### src/rtl/ram_port_ctrl.sv
// ============================================================================
// ram_port_ctrl : valid/ready front end for a single-port RAM with tagged
//                 read-latency tracking and a credit-gated response FIFO.
// Revision 1.0
// ============================================================================
`default_nettype none

module ram_port_ctrl #(
  parameter int DATA_W    = 32,
  parameter int ADDR_W    = 8,
  parameter int RD_LAT    = 2,
  parameter int RSP_DEPTH = 4
) (
  input  logic              clk,
  input  logic              reset,
  input  logic              req_valid,
  output logic              req_ready,
  input  logic              req_wr,
  input  logic [ADDR_W-1:0] req_addr,
  input  logic [DATA_W-1:0] req_wdata,
  output logic              rsp_valid,
  input  logic              rsp_ready,
  output logic [DATA_W-1:0] rsp_rdata,
  output logic [ADDR_W-1:0] ram_address,
  output logic [DATA_W-1:0] ram_data,
  output logic              ram_wren,
  input  logic [DATA_W-1:0] ram_q
);

  localparam int PTR_W = (RSP_DEPTH > 1) ? $clog2(RSP_DEPTH) : 1;
  localparam int CNT_W = $clog2(RSP_DEPTH + RD_LAT + 2) + 1;

  logic [ADDR_W-1:0] r_ram_address;
  logic [DATA_W-1:0] r_ram_data;
  logic              r_ram_wren;
  logic [RD_LAT:0]   r_tag;
  logic [DATA_W-1:0] r_fifo [RSP_DEPTH];
  logic [PTR_W-1:0]  r_wptr;
  logic [PTR_W-1:0]  r_rptr;
  logic [CNT_W-1:0]  r_count;

  logic [CNT_W-1:0]  w_inflight;
  logic              w_accept;
  logic              w_rd_accept;
  logic              w_push;
  logic              w_pop;

  always_comb begin
    w_inflight = '0;
    for (int k = 0; k <= RD_LAT; k++) begin
      w_inflight = w_inflight + CNT_W'(r_tag[k]);
    end
  end

  // Every accepted read reserves a FIFO slot until popped, so a push can never overflow.
  assign req_ready   = !reset && ((r_count + w_inflight) < CNT_W'(RSP_DEPTH));
  assign rsp_valid   = !reset && (r_count != '0);
  assign rsp_rdata   = rsp_valid ? r_fifo[r_rptr] : '0;

  assign w_accept    = req_valid && req_ready;
  assign w_rd_accept = w_accept && !req_wr;
  assign w_push      = r_tag[RD_LAT];
  assign w_pop       = rsp_valid && rsp_ready;

  // RAM-facing outputs are forced to their idle values for the whole reset cycle.
  assign ram_address = reset ? '0   : r_ram_address;
  assign ram_data    = reset ? '0   : r_ram_data;
  assign ram_wren    = reset ? 1'b0 : r_ram_wren;

  always_ff @(posedge clk) begin
    if (reset) begin
      r_ram_address <= '0;
      r_ram_data    <= '0;
      r_ram_wren    <= 1'b0;
      r_tag         <= '0;
      r_wptr        <= '0;
      r_rptr        <= '0;
      r_count       <= '0;
    end else begin
      r_ram_wren <= w_accept && req_wr;
      if (w_accept) begin
        r_ram_address <= req_addr;
        if (req_wr) begin
          r_ram_data <= req_wdata;
        end
      end
      r_tag <= {r_tag[RD_LAT-1:0], w_rd_accept};
      if (w_push) begin
        r_wptr <= r_wptr + 1'b1;
      end
      if (w_pop) begin
        r_rptr <= r_rptr + 1'b1;
      end
      case ({w_push, w_pop})
        2'b10:   r_count <= r_count + CNT_W'(1);
        2'b01:   r_count <= r_count - CNT_W'(1);
        default: r_count <= r_count;
      endcase
    end
  end

  always_ff @(posedge clk) begin
    if (!reset && w_push) begin
      r_fifo[r_wptr] <= ram_q;
    end
  end

endmodule

`default_nettype wire

### config.mk
export PLATFORM = sky130hd
export DESIGN_NAME = ram_port_ctrl
export DESIGN_NICKNAME = d
export VERILOG_FILES = /design/src/rtl/ram_port_ctrl.sv
export SDC_FILE = /design/constraint.sdc
export NUM_CORES = 1
export LEC_CHECK = 0
export CAP_MARGIN = 10
export CORE_AREA = 2 2 130 132
export CTS_CLUSTER_DIAMETER = 40
export DETAILED_ROUTE_END_ITERATION = 10
export DIE_AREA = 0 0 132 134
export PLACE_DENSITY = 0.71
export SLEW_MARGIN = 10
export SYNTH_ARGS = -nofsm -noshare
export SYNTH_HDL_FRONTEND = slang
export SYNTH_SLANG_ARGS = --single-unit
### constraint.sdc
create_clock -name clk -period 5.5 [get_ports clk]
set_input_delay 1.375 -clock clk [delete_from_list [all_inputs] [get_ports clk]]
set_output_delay 1.375 -clock clk [all_outputs]
set_load 0.01 [all_outputs]
==> impl_summary.txt, run 1 <==
----------------------------------------------------
[Power and ir drop]
  Design internal power ... between 2 and 2.5 mW
  Share of power burned in registers ... 0.519
  Relative contribution of the clock network to total power ... 0.419
  Comb power frac ... 0.061
  Net switching fraction of the power ... 0.206
  Switching power total ... roughly 0.59 mW
  Pwr dens ... 301 nW/µm²
  Static leakage ... roughly 3.2 nW
  IR Drop Worst-Case VDD ... between 200 and 250 µV

[Logic synthesis]
  Portion of synthesized cell area occupied by the leading cell type ... 0.531
  Synth Instances ... around 410
  Post-synthesis sequential element count ... about 180
  Synthesis warning total ... 0
  Post-synth top cells ... sky130_fd_sc_hd__edfxtp_1, sky130_fd_sc_hd__dfxtp_1, sky130_fd_sc_hd__nor2b_1, sky130_fd_sc_hd__and2_1, sky130_fd_sc_hd__mux4_2
  Async S/R FF share, synth ... 0
  Syn_area_per_cell ... roughly 18 µm²
  Count of flip-flops with a built-in enable after synthesis ... ~130
  Proportion of synthesized chip area in sequential cells ... 0.681
  Number of library cell types mapped by synthesis ... 30
  Largest cells by area after synthesis ... sky130_fd_sc_hd__edfxtp_1, sky130_fd_sc_hd__dfxtp_1, sky130_fd_sc_hd__mux4_2, sky130_fd_sc_hd__mux2_4, sky130_fd_sc_hd__nor2b_1
  Post-synthesis instance area ... 7240 µm²
  Predominant post-synthesis flop cell ... sky130_fd_sc_hd__edfxtp_1
  Synth area leader ... sky130_fd_sc_hd__edfxtp_1
  Library cell with the highest instance count after synthesis ... sky130_fd_sc_hd__edfxtp_1
  Number of nets in the synthesized netlist ... 496

[STA]
  Final-layout worst hold slack ... between 0.4 and 0.5 ns
  Max-slew violation count ... 0
  Setup tns final ... 0 ns
  Actual slew at the worst max-slew pin ... approximately 0.90 ns
  Setup clock skew after layout ... 0.0101 ns
  Final worst path period need ... around 4.2 ns
  Setup repair after global routing missed its margin ... false
  Number of endpoints failing setup at the final stage ... 0
  Post-route worst setup slack ... between 1 and 1.5 ns
  Hold Fails Final Rpt ... 0
  Max-slew headroom ... 0.398
  Ratio of final minimum period to clock period ... 0.767
  F_max ... around 240 MHz

[Routing]
  Per-cell routed wire length ... 17.4 µm
  Post-route DRC ... 0
  Violation count after the first detailed-routing iteration ... between 200 and 300
  Total Wirelength ... roughly 14 mm
  Number of nets with antenna violations after detailed routing ... 0
  Via count ... 3871
  Average vias per placed instance ... 4.86
  Detailed Routing Iterations Pass 1 ... 4

[Clock network]
  Root Driver ... sky130_fd_sc_hd__clkbuf_16
  CTS hold repair buffers ... 0
  Clock sink count ... 182
  Inserted Clock Buffers ... 17
  Post-cts sizing count ... 0
  Worst-path clk slew ... 0.06 ns
  TritonCTS clock tree ... built
  Maximum root-to-sink buffer count ... 2
  Total number of H-tree levels ... 4
  Post-CTS Setup Inserts ... 0
  Clock latency at the later pin of the worst-skew pair ... between 0.4 and 0.5 ns

[Floorplan]
  Count of pins on the block boundary ... between 150 and 200
  Initial Util ... 0.444
  Chip Height ... about 130 µm
  Site row count ... 47
  Die X ... about 130 µm
  Total die area ... 17700 µm²
  Placeable core region ... about 16000 µm²

[Setup path]
  Path type of the worst setup path ... reg2out
  Maximum fanout along the worst path ... 19
  Element type at the critical path start ... register
  Critical Path End Type ... output port
  R2R cell count ... 7
  Slack of the worst reg-to-reg path ... 2.73 ns
  Data required time of the critical path ... approximately 4 ns
  Crit path DAT ... 2.84 ns

[Cells and area]
  Non-filler instance count after layout ... 797
  Layout Nets ... 650
  Proportion of layout cells with a drive suffix above 1 ... 0.207
  Design area ... 9550 µm²
  Post-synthesis to final-layout area growth ... 31.9%

[Global routing]
  Wire length of the first global-routing pass ... 22.5 mm
  Total grt overflow ... 0
  Maximum number of pins on one net before global-route repair ... 34
  Overall routing resource usage ... 0.166
  Number of global-route vias before repair ... 4270
  Antenna violations before repair ... 1

[Placement]
  Final HPWL from detailed placement ... 8.95 mm
  Worst-case setup slack after placement ... roughly 1.5 ns
  Post-DP Area ... just under 9000 µm²
  GPL Wtd Cong ... 0.748
  Dpl cells ... roughly 760
  Input/output buffers ... roughly 150

[Worst hold path]
  Cell depth of the worst min-delay path ... 1
  Kind of path behind the tightest hold check ... reg2reg

[Run status]
  Outcome ... completed

[Job]
  Max-cap violation count ... 0

----------------------------------------------------
power groups by stage:
| stage | Clock [mW] | Sequential (mW) | Combinational [mW] |
|---|---|---|---|
| 2_1_floorplan | 0 | 1.52 | 0.0761 |
| 3_3_place_gp | 0 | 1.52 | 0.172 |
| 3_5_place_dp | 0 | 1.52 | 0.178 |
| 4_1_cts | 1.24 | 1.49 | 0.179 |
| 5_1_grt | 1.29 | 1.49 | 0.190 |
| 6_report | 1.21 | 1.49 | 0.177 |
state kept, by name, indices dropped and copies added, names as in the netlist, named ones only:
| name | count |
|---|---|
| r_rptr | 2 |
| r_count | 4 |
| r_ram_wren | 1 |
| r_ram_data | 32 |
| r_tag | 3 |
| r_fifo | 128 |
| r_ram_address | 8 |
| r_wptr | 2 |
cell type report:
class / count / area (µm²)
inverter: 7 / 26.3
clock buffer: 18 / 429
sequential: 182 / 4930
fill: 1226 / 6740
antenna: 1 / 2.50
multi-input combinational: 199 / 2170
timing repair buffer: 156 / 1540
tap: 220 / 275
clock inverter: 14 / 169
kinds of logic (layout without fill, tap and decap cells):
group / count (synthesis) / in the layout / share of synthesized area
AOI/OAI and AO/OA: 9 / 9 / 0.00796
muxes: 75 / 75 / 0.181
and+or+nand+nor: 101 / 101 / 0.0839
buffers and inverters: 28 / 195 / 0.0223
adders and majority gates: 10 / 10 / 0.0194
xor gates and xnor gates: 4 / 4 / 0.00484
DFF: 182 / 182 / 0.681
other: 0 / 1 / 0
worst paths after layout:
check	from	endpoint
worst max register to register	r_count[0]$_SDFFE_PP0P_	r_ram_data[20]$_SDFFE_PP0P_
worst min-delay path	r_rptr[1]$_SDFFE_PP0N_	register
worst min register to register	r_rptr[1]$_SDFFE_PP0N_	register
worst max-delay path	register	rsp_rdata[5]
metrics by stage:
| stage | util | total power [mW] |
|---|---|---|
| 2_1_floorplan | - | 1.60 |
| 3_3_place_gp | 0.549 | 1.69 |
| 3_5_place_dp | 0.549 | 1.70 |
| 4_1_cts | 0.586 | 2.91 |
| 5_1_grt | 0.586 | 2.97 |
| 6_report | 0.586 | 2.87 |
worst max-delay path, stage by stage, from the launching register on:
cell                              delay, ns
sky130_fd_sc_hd__dfxtp_2               0.80
sky130_fd_sc_hd__buf_4                 0.41
sky130_fd_sc_hd__mux4_2                0.54
sky130_fd_sc_hd__and2_1                0.18
sky130_fd_sc_hd__clkdlybuf4s50_1       0.47
cell usage in the layout (no fill, tap or decap), types with 2 or more instances in the layout:
cell and count:
sky130_fd_sc_hd__a21oi_1 5, sky130_fd_sc_hd__and2_1 33, sky130_fd_sc_hd__and2_2 4, sky130_fd_sc_hd__buf_4 5
sky130_fd_sc_hd__bufinv_16 2, sky130_fd_sc_hd__clkbuf_16 17, sky130_fd_sc_hd__clkdlybuf4s50_1 150, sky130_fd_sc_hd__clkinv_4 4
sky130_fd_sc_hd__clkinvlp_4 2, sky130_fd_sc_hd__dfxtp_1 52, sky130_fd_sc_hd__dfxtp_2 2, sky130_fd_sc_hd__edfxtp_1 128
sky130_fd_sc_hd__fa_1 2, sky130_fd_sc_hd__ha_1 8, sky130_fd_sc_hd__inv_1 7, sky130_fd_sc_hd__inv_6 3
sky130_fd_sc_hd__mux2_2 11, sky130_fd_sc_hd__mux2_4 29, sky130_fd_sc_hd__mux2i_1 3, sky130_fd_sc_hd__mux4_2 32
sky130_fd_sc_hd__nor2_1 13, sky130_fd_sc_hd__nor2b_1 44, sky130_fd_sc_hd__xnor2_1 2, sky130_fd_sc_hd__xor2_1 2
per-layer routing:
layer,up-vias,routed length (µm),GRT usage,share of wire
met4,0,153,0.0616,0.011
met1,1879,5890,0.205,0.42
met5,-,0,0,0
li1,1825,-,-,-
met2,156,6530,0.267,0.47
met3,11,1300,0.0646,0.094
Note: power is estimated with default switching activity, not from simulation.
==> run 2, diff against run 1 <==
- clock period: 5.5 -> 4.36 ns (I/O delays scaled with it)
==> run 2 against run 1 <==
Effect of this change:
- die area stayed put
- clock power is 21% higher
- sequential power is 26% higher
- global-route usage is 0.42 points lower
- non-clock buffer count stayed put
- core utilization is 0.15 points lower
- clock skew hardly changed
- flip-flop and latch count stayed put
- first-iteration DRC count is 13% lower
- total power is 24% higher
- largest power group unchanged
==> impl_summary.txt, run 2 (synthesis results as in run 1) <==
----------------------------------------------------
[Clock network]
  CTS hold repair buffers ... 0 (unchanged)
  Total number of H-tree levels ... 4 (unchanged)
  Post-cts sizing count ... 0 (unchanged)
  Clock sink count ... 182 (unchanged)
  Worst-path clk slew ... 0.06 ns (about the same)
  Post-CTS Setup Inserts ... 0 (unchanged)
  TritonCTS clock tree ... built
  Clock latency at the later pin of the worst-skew pair ... 0.43 ns (about the same)
  Maximum root-to-sink buffer count ... 2 (unchanged)
  Inserted Clock Buffers ... 17 (unchanged)
  Root Driver ... sky130_fd_sc_hd__clkbuf_16

[Routing]
  Total Wirelength ... 13.4 mm (-3.5%)
  Via count ... 3868 (-0.077%)
  Violation count after the first detailed-routing iteration ... 238 (-13%)
  Post-route DRC ... 0 (unchanged)
  Average vias per placed instance ... 4.86 (about the same)
  Detailed Routing Iterations Pass 1 ... 4 (unchanged)
  Number of nets with antenna violations after detailed routing ... 0 (unchanged)
  Per-cell routed wire length ... 16.8 µm (-3.4%)

[Cells and area]
  Most frequent cells in the layout ... sky130_fd_sc_hd__clkdlybuf4s50_1, sky130_fd_sc_hd__edfxtp_1, sky130_fd_sc_hd__dfxtp_1
  Layout Nets ... 650 (unchanged)
  Post-synthesis to final-layout area growth ... 31.6%
  Register containing the most flip-flops in the final layout ... r_fifo
  Max reg flops ... 128 (unchanged)
  Most common cell after layout, fill and taps aside ... sky130_fd_sc_hd__clkdlybuf4s50_1
  Largest registers in the final layout ... r_fifo: 128 flops, r_ram_data: 32 flops, r_ram_address: 8 flops
  Proportion of layout cells with a drive suffix above 1 ... 0.201 (-0.00521)
  Ant. Diodes ... 0 (-1)
  Filler Cells Inserted ... 1215 (-0.90%)
  Design area ... 9520 µm² (-0.25%)

[Worst hold path]
  Kind of path behind the tightest hold check ... reg2reg
  Cell depth of the worst min-delay path ... 1 (unchanged)
  Hold Crit Start ... r_rptr[1]$_SDFFE_PP0N_

[Placement]
  Input/output buffers ... 151 (unchanged)
  Post-DP Area ... 8960 µm² (+0.14%)
  Final HPWL from detailed placement ... 8.59 mm (-4.1%)
  GPL Wtd Cong ... 0.766 (+2.4%)

[STA]
  Number of endpoints failing setup at the final stage ... 0 (unchanged)
  Setup repair after global routing missed its margin ... false
  Hold Fails Final Rpt ... 0 (unchanged)
  Setup tns final ... 0 ns (unchanged)
  Final worst path period need ... between 3 and 4 ns
  Ratio of final minimum period to clock period ... 0.875
  Actual slew at the worst max-slew pin ... 0.900 ns (-0.00301 ns)
  Max-slew headroom ... 0.400 (+0.00201)
  F_max ... between 200 and 300 MHz
  Setup clock skew after layout ... 0.0102 ns (+0.000156 ns)
  Max-slew violation count ... 0 (unchanged)

[Global routing]
  Overall routing resource usage ... 0.162 (-0.00420)
  Wire length of the first global-routing pass ... 21.8 mm (-3.0%)
  Total grt overflow ... 0 (unchanged)
  Antenna violations before repair ... 1 (unchanged)
  Maximum number of pins on one net before global-route repair ... 34 (unchanged)
  Number of global-route vias before repair ... 4174 (-2.2%)

[Setup path]
  Maximum fanout along the worst path ... 3 (-16)
  Cell-by-cell listing of the critical path ... fa_1 -> ha_1 -> a31oi_2 -> mux2i_1 -> nor2_1 -> clkdlybuf4s50_1
  Data required time of the critical path ... 3.27 ns (-0.85 ns)
  Element type at the critical path start ... register
  Top Family by Delay on Critical Path ... adder cells
  R2R cell count ... 7 (unchanged)
  Crit path DAT ... 2.73 ns (-0.11 ns)
  Peak per-stage delay on the critical path ... 0.51 ns (-0.29 ns)
  Bufs and invs on worst path ... 1 (-1)
  Worst-path cell with the longest stage delay ... sky130_fd_sc_hd__clkdlybuf4s50_1
  Path type of the worst setup path ... reg2out
  Worst reg2reg startpoint ... r_tag[0]$_SDFF_PP0_
  Endpoint of the lowest-slack register-to-register path ... r_ram_data[18]$_SDFFE_PP0P_
  Slack of the worst reg-to-reg path ... 1.36 ns (-1.37 ns)
  Critical Path End Type ... output port

[Floorplan]
  Count of pins on the block boundary ... 152 (unchanged)
  Chip Height ... 134 µm (unchanged)
  Placeable core region ... 16300 µm² (unchanged)
  Site row count ... 47 (unchanged)
  Total die area ... 17700 µm² (unchanged)
  Initial Util ... 0.444 (unchanged)
  Die X ... 132 µm (unchanged)

[Power and ir drop]
  Design internal power ... 2.86 mW (+25%)
  IR Drop Worst-Case VDD ... 248 µV (+18%)
  Relative contribution of the clock network to total power ... 0.411 (-0.008)
  Pwr dens ... 375 nW/µm² (+25%)
  Net switching fraction of the power ... 0.200 (-0.00653)
  Comb power frac ... 0.062 (about the same)
  Share of power burned in registers ... 0.527 (+0.008)
  Static leakage ... 3.23 nW (-0.59%)
  Switching power total ... 0.714 mW (+20%)

[Job]
  Max-cap violation count ... 0 (unchanged)

[Run status]
  Outcome ... completed

----------------------------------------------------
run 2: how the worst max path moves through the flow:
stage	from	end	depth (start not counted)
floorplan	reset	rsp_rdata[22]	4
global placement	reset	rsp_rdata[11]	5
detailed placement	reset	r_count[3]$_SDFFE_PP0P_	9
CTS	r_tag[0]$_SDFF_PP0_	req_ready	6
global route	r_tag[0]$_SDFF_PP0_	req_ready	6
finish	r_tag[0]$_SDFF_PP0_	req_ready	6
run 2: layout make-up:
class,count,area [µm²],share of cell area
flip-flops and latches,182,4930,0.517
multi-input cells,199,2170,0.228
repair buffers,156,1560,0.163
clock buffers,20,437,0.0459
well taps,220,275,0.0289
clock inverters,12,128,0.0134
inverters,7,26.3,0.00276
run 2: per-stage QoR:
step | power [mW] | setup WS (ns) | instances | hold slack [ns] | util
after global placement | 2.14 | 0.753 | 764 | 0.430 | 0.550
after detailed placement | 2.14 | 0.726 | 764 | 0.451 | 0.550
after CTS | 3.60 | 0.491 | 796 | 0.462 | 0.585
after floorplan | 2.01 | 1.25 | 409 | 0.428 | -
final | 3.57 | 0.543 | 796 | 0.458 | 0.585
after global routing | 3.69 | 0.438 | 796 | 0.513 | 0.585
run 2: metal layers:
metal / part of all wire / GRT usage / wire length [µm] / vias up
met5: 0 / 0 / 0 / -
met2: 0.45 / 0.254 / 6060 / 154
met4: 0.017 / 0.0652 / 231 / 0
met1: 0.45 / 0.205 / 6010 / 1874
li1: - / - / - / 1824
met3: 0.080 / 0.0608 / 1070 / 16
run 2: power groups by stage:
stage / clock (mW) / combinational, mW / sequential (mW)
finish: 1.47 / 0.222 / 1.88
global placement: 0 / 0.218 / 1.92
CTS: 1.49 / 0.225 / 1.88
global route: 1.57 / 0.240 / 1.88
floorplan: 0 / 0.0960 / 1.92
detailed placement: 0 / 0.224 / 1.92
